### src/rtl/uart_pkg.sv
// Shared UART constants and receiver state encoding, used by both the receiver
// and the matching transmitter.
package uart_pkg;

  localparam int UART_DATA_BITS          = 8;
  localparam int UART_OVERSAMPLE_DEFAULT = 16;

  typedef enum logic [2:0] {
    IDLE,
    START,
    DATA,
    PARITY,
    STOP,
    WAIT_HIGH
  } uart_rx_state_t;

  // Even parity: data bits plus parity bit must XOR to zero.
  function automatic logic parity_mismatch(input logic [UART_DATA_BITS-1:0] i_data,
                                           input logic                      i_par);
    return ^{i_data, i_par};
  endfunction

endpackage

### src/rtl/uart_sync.sv
// N-flop synchronizer for an asynchronous level input; flops reset to 1 so an
// idle-high line does not produce a false edge when reset is released.
module uart_sync #(
  parameter int STAGES = 2
) (
  input  logic clk,
  input  logic reset,
  input  logic i_async,
  output logic o_sync
);

  logic [STAGES-1:0] r_sync;

  always_ff @(posedge clk) begin
    if (reset) r_sync <= '1;
    else       r_sync <= {r_sync[STAGES-2:0], i_async};
  end

  assign o_sync = r_sync[STAGES-1];

endmodule

### src/rtl/uart_receiver.sv
// Oversampled UART receive FSM with a one-entry valid/ready output register
// carrying parity, framing and overrun status.
module uart_receiver
  import uart_pkg::*;
#(
  parameter int OVERSAMPLE  = UART_OVERSAMPLE_DEFAULT,
  parameter int SYNC_STAGES = 2
) (
  input  logic       clk,
  input  logic       reset,
  input  logic       parity_en,
  input  logic       rx_uart,
  output logic [7:0] rx_data,
  output logic       rx_data_valid,
  input  logic       rx_data_ready,
  output logic       rx_parity_err,
  output logic       rx_frame_err,
  output logic       rx_overrun,
  output logic       busy
);

  localparam int             CW      = $clog2(OVERSAMPLE);
  localparam logic [CW-1:0]  HALF_M1 = CW'(OVERSAMPLE/2 - 1);
  localparam logic [CW-1:0]  FULL_M1 = CW'(OVERSAMPLE - 1);
  localparam logic [2:0]     LAST_BIT = 3'(UART_DATA_BITS - 1);

  logic                      w_rxs;
  uart_rx_state_t            r_state;
  logic [CW-1:0]             r_cnt;
  logic [2:0]                r_bit;
  logic [UART_DATA_BITS-1:0] r_shift;
  logic                      r_par_en;
  logic                      r_par_bad;
  logic                      r_busy;
  logic [UART_DATA_BITS-1:0] r_data;
  logic                      r_valid;
  logic                      r_perr;
  logic                      r_ferr;
  logic                      r_ovr;

  uart_sync #(.STAGES(SYNC_STAGES)) u_sync (
    .clk     (clk),
    .reset   (reset),
    .i_async (rx_uart),
    .o_sync  (w_rxs)
  );

  always_ff @(posedge clk) begin
    if (reset) begin
      r_state   <= IDLE;
      r_cnt     <= '0;
      r_bit     <= '0;
      r_par_en  <= 1'b0;
      r_par_bad <= 1'b0;
      r_busy    <= 1'b0;
      r_data    <= '0;
      r_valid   <= 1'b0;
      r_perr    <= 1'b0;
      r_ferr    <= 1'b0;
      r_ovr     <= 1'b0;
    end else begin
      r_ovr <= 1'b0;
      r_cnt <= r_cnt + CW'(1);
      if (r_valid && rx_data_ready) r_valid <= 1'b0;

      case (r_state)
        IDLE: begin
          if (!w_rxs) begin
            r_state   <= START;
            r_cnt     <= '0;
            r_bit     <= '0;
            r_par_en  <= parity_en;
            r_par_bad <= 1'b0;
            r_busy    <= 1'b1;
          end
        end
        START: begin
          if (r_cnt == HALF_M1) begin
            r_cnt <= '0;
            if (w_rxs) begin
              r_state <= IDLE;
              r_busy  <= 1'b0;
            end else begin
              r_state <= DATA;
            end
          end
        end
        DATA: begin
          if (r_cnt == FULL_M1) begin
            r_cnt   <= '0;
            r_shift <= {w_rxs, r_shift[UART_DATA_BITS-1:1]};
            r_bit   <= r_bit + 3'd1;
            if (r_bit == LAST_BIT) r_state <= r_par_en ? PARITY : STOP;
          end
        end
        PARITY: begin
          if (r_cnt == FULL_M1) begin
            r_cnt     <= '0;
            r_par_bad <= parity_mismatch(r_shift, w_rxs);
            r_state   <= STOP;
          end
        end
        STOP: begin
          if (r_cnt == FULL_M1) begin
            r_cnt <= '0;
            // Accept into the holding register only if it is empty or draining now.
            if (!r_valid || rx_data_ready) begin
              r_data  <= r_shift;
              r_perr  <= r_par_bad;
              r_ferr  <= !w_rxs;
              r_valid <= 1'b1;
            end else begin
              r_ovr <= 1'b1;
            end
            // Leaving mid-stop-bit lets the next start edge be caught on time.
            if (w_rxs) begin
              r_state <= IDLE;
              r_busy  <= 1'b0;
            end else begin
              r_state <= WAIT_HIGH;
            end
          end
        end
        WAIT_HIGH: begin
          if (w_rxs) begin
            r_state <= IDLE;
            r_busy  <= 1'b0;
          end
        end
        default: begin
          r_state <= IDLE;
          r_busy  <= 1'b0;
        end
      endcase
    end
  end

  assign rx_data       = r_data;
  assign rx_data_valid = r_valid;
  assign rx_parity_err = r_perr;
  assign rx_frame_err  = r_ferr;
  assign rx_overrun    = r_ovr;
  assign busy          = r_busy;

endmodule
### config.mk
export PLATFORM = sky130hd
export DESIGN_NAME = uart_receiver
export DESIGN_NICKNAME = d
export VERILOG_FILES = /design/src/rtl/uart_pkg.sv /design/src/rtl/uart_sync.sv /design/src/rtl/uart_receiver.sv
export SDC_FILE = /design/constraint.sdc
export NUM_CORES = 1
export LEC_CHECK = 0
export CORE_UTILIZATION = 40
export DETAILED_ROUTE_END_ITERATION = 6
export GPL_ROUTABILITY_DRIVEN = 0
export HOLD_SLACK_MARGIN = 0.08
export SETUP_SLACK_MARGIN = 0.5
export SLEW_MARGIN = 20
export SYNTH_ARGS = -nofsm -noshare
export SYNTH_HDL_FRONTEND = slang
export SYNTH_SLANG_ARGS = --single-unit
### constraint.sdc
create_clock -name clk -period 1.61 [get_ports clk]
set_clock_uncertainty 0.1 [all_clocks]
set_input_delay 0.4025 -clock clk [delete_from_list [all_inputs] [get_ports clk]]
set_output_delay 0.4025 -clock clk [all_outputs]
set_load 0.05 [all_outputs]
==> flow_summary.json <==
{
  "syn_avg_cell_area_um2": 10.76,
  "grt_use_met1_pct": 22.33,
  "cts.sinks": 35,
  "ant_nets": 0,
  "yosysSeqAreaShare_pct": 49.72,
  "multi_input_area_um2": 904.6,
  "synth_nets": 154,
  "worstSetupStartpointType": "flop",
  "wl_per_cell_um": 15.56,
  "track_usage_pct": 19.17,
  "setup_viol": 0,
  "synth_top_area_share_pct": 34.42,
  "ys.flop_type": "dfxtp_1",
  "hold_viol": 0,
  "dp_cells": 214,
  "holdWs_ps": 314.7,
  "syn_area_mm2": 0.001570,
  "die_width_um": 64.66,
  "power_density_mw_per_mm2": 853.8,
  "nFillCells": 294,
  "cts_root_buf": "clkbuf_8",
  "yosysWarnings": 0,
  "via_count": 1285,
  "fmax_mhz": 644.7,
  "ctsLongestPathBuffers": 2,
  "worst-path-max-fanout": 2,
  "rows": 22,
  "h-tree-depth": 2,
  "synthArstFlopShare_pct": 0,
  "final_layout_size_suffix_gt1_share_pct": 54.77,
  "status": "finished clean",
  "met3_usage_pct": 4.225,
  "dr.pass1.iters": 4,
  "synth-seq-cells": 35,
  "leakagePower_uw": 0.0009992,
  "slew_headroom_pct": 80.04,
  "grt_pass1_wl_um": 5837,
  "rsz0062_at_grt": "yes",
  "chipHeight_um": 64.66,
  "register_area_um2": 814.5,
  "ir_worst_vdd_mv": 0.6844,
  "die-area_mm2": 0.004180,
  "crit_slowest_cell": "xnor3_1",
  "antenna_found_initial": 0,
  "nets": 206,
  "final_common_cell": "buf_4",
  "antennaDiodeCount": 0,
  "syn2layout_area_growth_pct": 60.32,
  "busiest_layer": "met2",
  "synth.distinct_cells": 47,
  "tightest_slew_ps": 299.4,
  "fin_util_pct": 67.74,
  "grt_start_max_net_pins": 12,
  "worst_slack_ps": 58.82,
  "routed_wl_um": 3843,
  "synthCells": 146,
  "maxSlewViolCount": 0,
  "yosys-top-cells-area": "dfxtp_1, edfxtp_1, mux2i_1",
  "path_class": "reg2reg",
  "slowest_delay_ps": 480,
  "clkLatencyLatePin_ps": 290,
  "ios": 18,
  "maxCapViolCount": 0,
  "synth_edf_count": 8,
  "preCtsSetupSlack_ps": -187.5,
  "initial_core_util_pct": 42.26,
  "grt_util_met2_pct": 33.95,
  "finalCriticalPeriod_ps": 1551,
  "cts_tree": "yes",
  "hold_path.class": "reg2reg",
  "dpl.hpwl_um": 2340,
  "total_power_uw": 2149,
  "layoutNonFillerInstCount": 247,
  "worstPathCellList": "xnor2_2, xnor3_1, nand3_2, o311ai_2",
  "core_area_mm2": 0.003716,
  "required_ps": 1670,
  "cp-end-kind": "flop",
  "synth_area_leader_cell": "dfxtp_1",
  "vias_per_cell": 5.202,
  "drcViolationCount": 0,
  "cts_buffers": 5,
  "grt_pass1_vias": 1248,
  "period_share_pct": 96.35,
  "arrival_ps": 1610,
  "overflow": 0,
  "path_clk_slew_ps": 70,
  "final_cell_mix": "buf_4, dfxtp_2, buf_12, nor2_1, mux2i_1",
  "drt-initial-drc-count": 54,
  "port_buffers": 17
}
kinds of logic after synthesis:
group | share of synthesized area [%]
AO/OA/AOI/OAI | 12.27
XOR/XNOR | 5.658
adder cells (fa/ha/maj) | 2.391
buffers and inverters | 3.267
flip-flops | 49.72
multiplexers | 7.012
AND/OR/NAND/NOR | 19.68
registers in the layout, summed over array words and instances, names as in the netlist, 2 cells and up:
name and cells:
r_bit 3, r_cnt 4, r_shift 8, r_state 3, rx_data 8, u_sync.r_sync 2
timing repair:
| item | CTS | global route |
|---|---|---|
| hold buffers | 0 | 0 |
| resized for setup | 31 | 19 |
| endpoints found under the setup margin | 48 | 48 |
| pin swaps | 16 | 13 |
| buffers inserted | 17 | 8 |
cell usage after synthesis, types with 3 or more instances:
master / n
dfxtp_1: 27
nor2_1: 15
mux2i_1: 11
nand3_1: 9
edfxtp_1: 8
nand2_1: 8
a21oi_1: 6
nand2b_1: 4
o21ai_0: 4
ha_1: 3
inv_1: 3
xnor2_1: 3
metal layers:
layer	vias up	share of wire (%)
li1	630	-
met5	-	0
met2	23	52
met3	11	2.7
met1	621	43
met4	0	2.4
through the flow:
stage	area (um^2)	TNS (ps)
3_5_place_dp	2042	-2211
2_1_floorplan	1657	0
4_1_cts	2372	0
6_report	2517	0
3_3_place_gp	2042	-1629
5_1_grt	2517	0
critical path: cells and delay by family (launching register included):
family | cells | cell delay, ps
AOI/OAI and AO/OA | 1 | 100
xor gates and xnor gates | 2 | 680
DFF | 1 | 430
and+or+nand+nor | 1 | 100
final cells by class:
cell class | instances | share of cell area [%]
multi-input combinational | 101 | 35.93
sequential | 35 | 32.36
timing repair buffer | 52 | 25.35
clock buffer | 6 | 2.883
tap | 48 | 2.386
inverter | 3 | 0.5964
clock inverter | 2 | 0.4970
report_power, final:
group	internal, uW	switching (uW)
logic	284	254
registers	942	46.8
clock network	302	321
total	1530	621
worst paths after layout:
kind	startpoint	to	slack, ps	cells past startpoint
setup / recovery	r_shift[0]	r_par_bad	60	4
setup reg to reg	r_shift[0]	r_par_bad	60	4
hold reg to reg	u_sync.r_sync[0]	u_sync.r_sync[1]	310	1
hold / removal	u_sync.r_sync[0]	u_sync.r_sync[1]	310	1
Note: power is estimated with default switching activity, not from simulation.
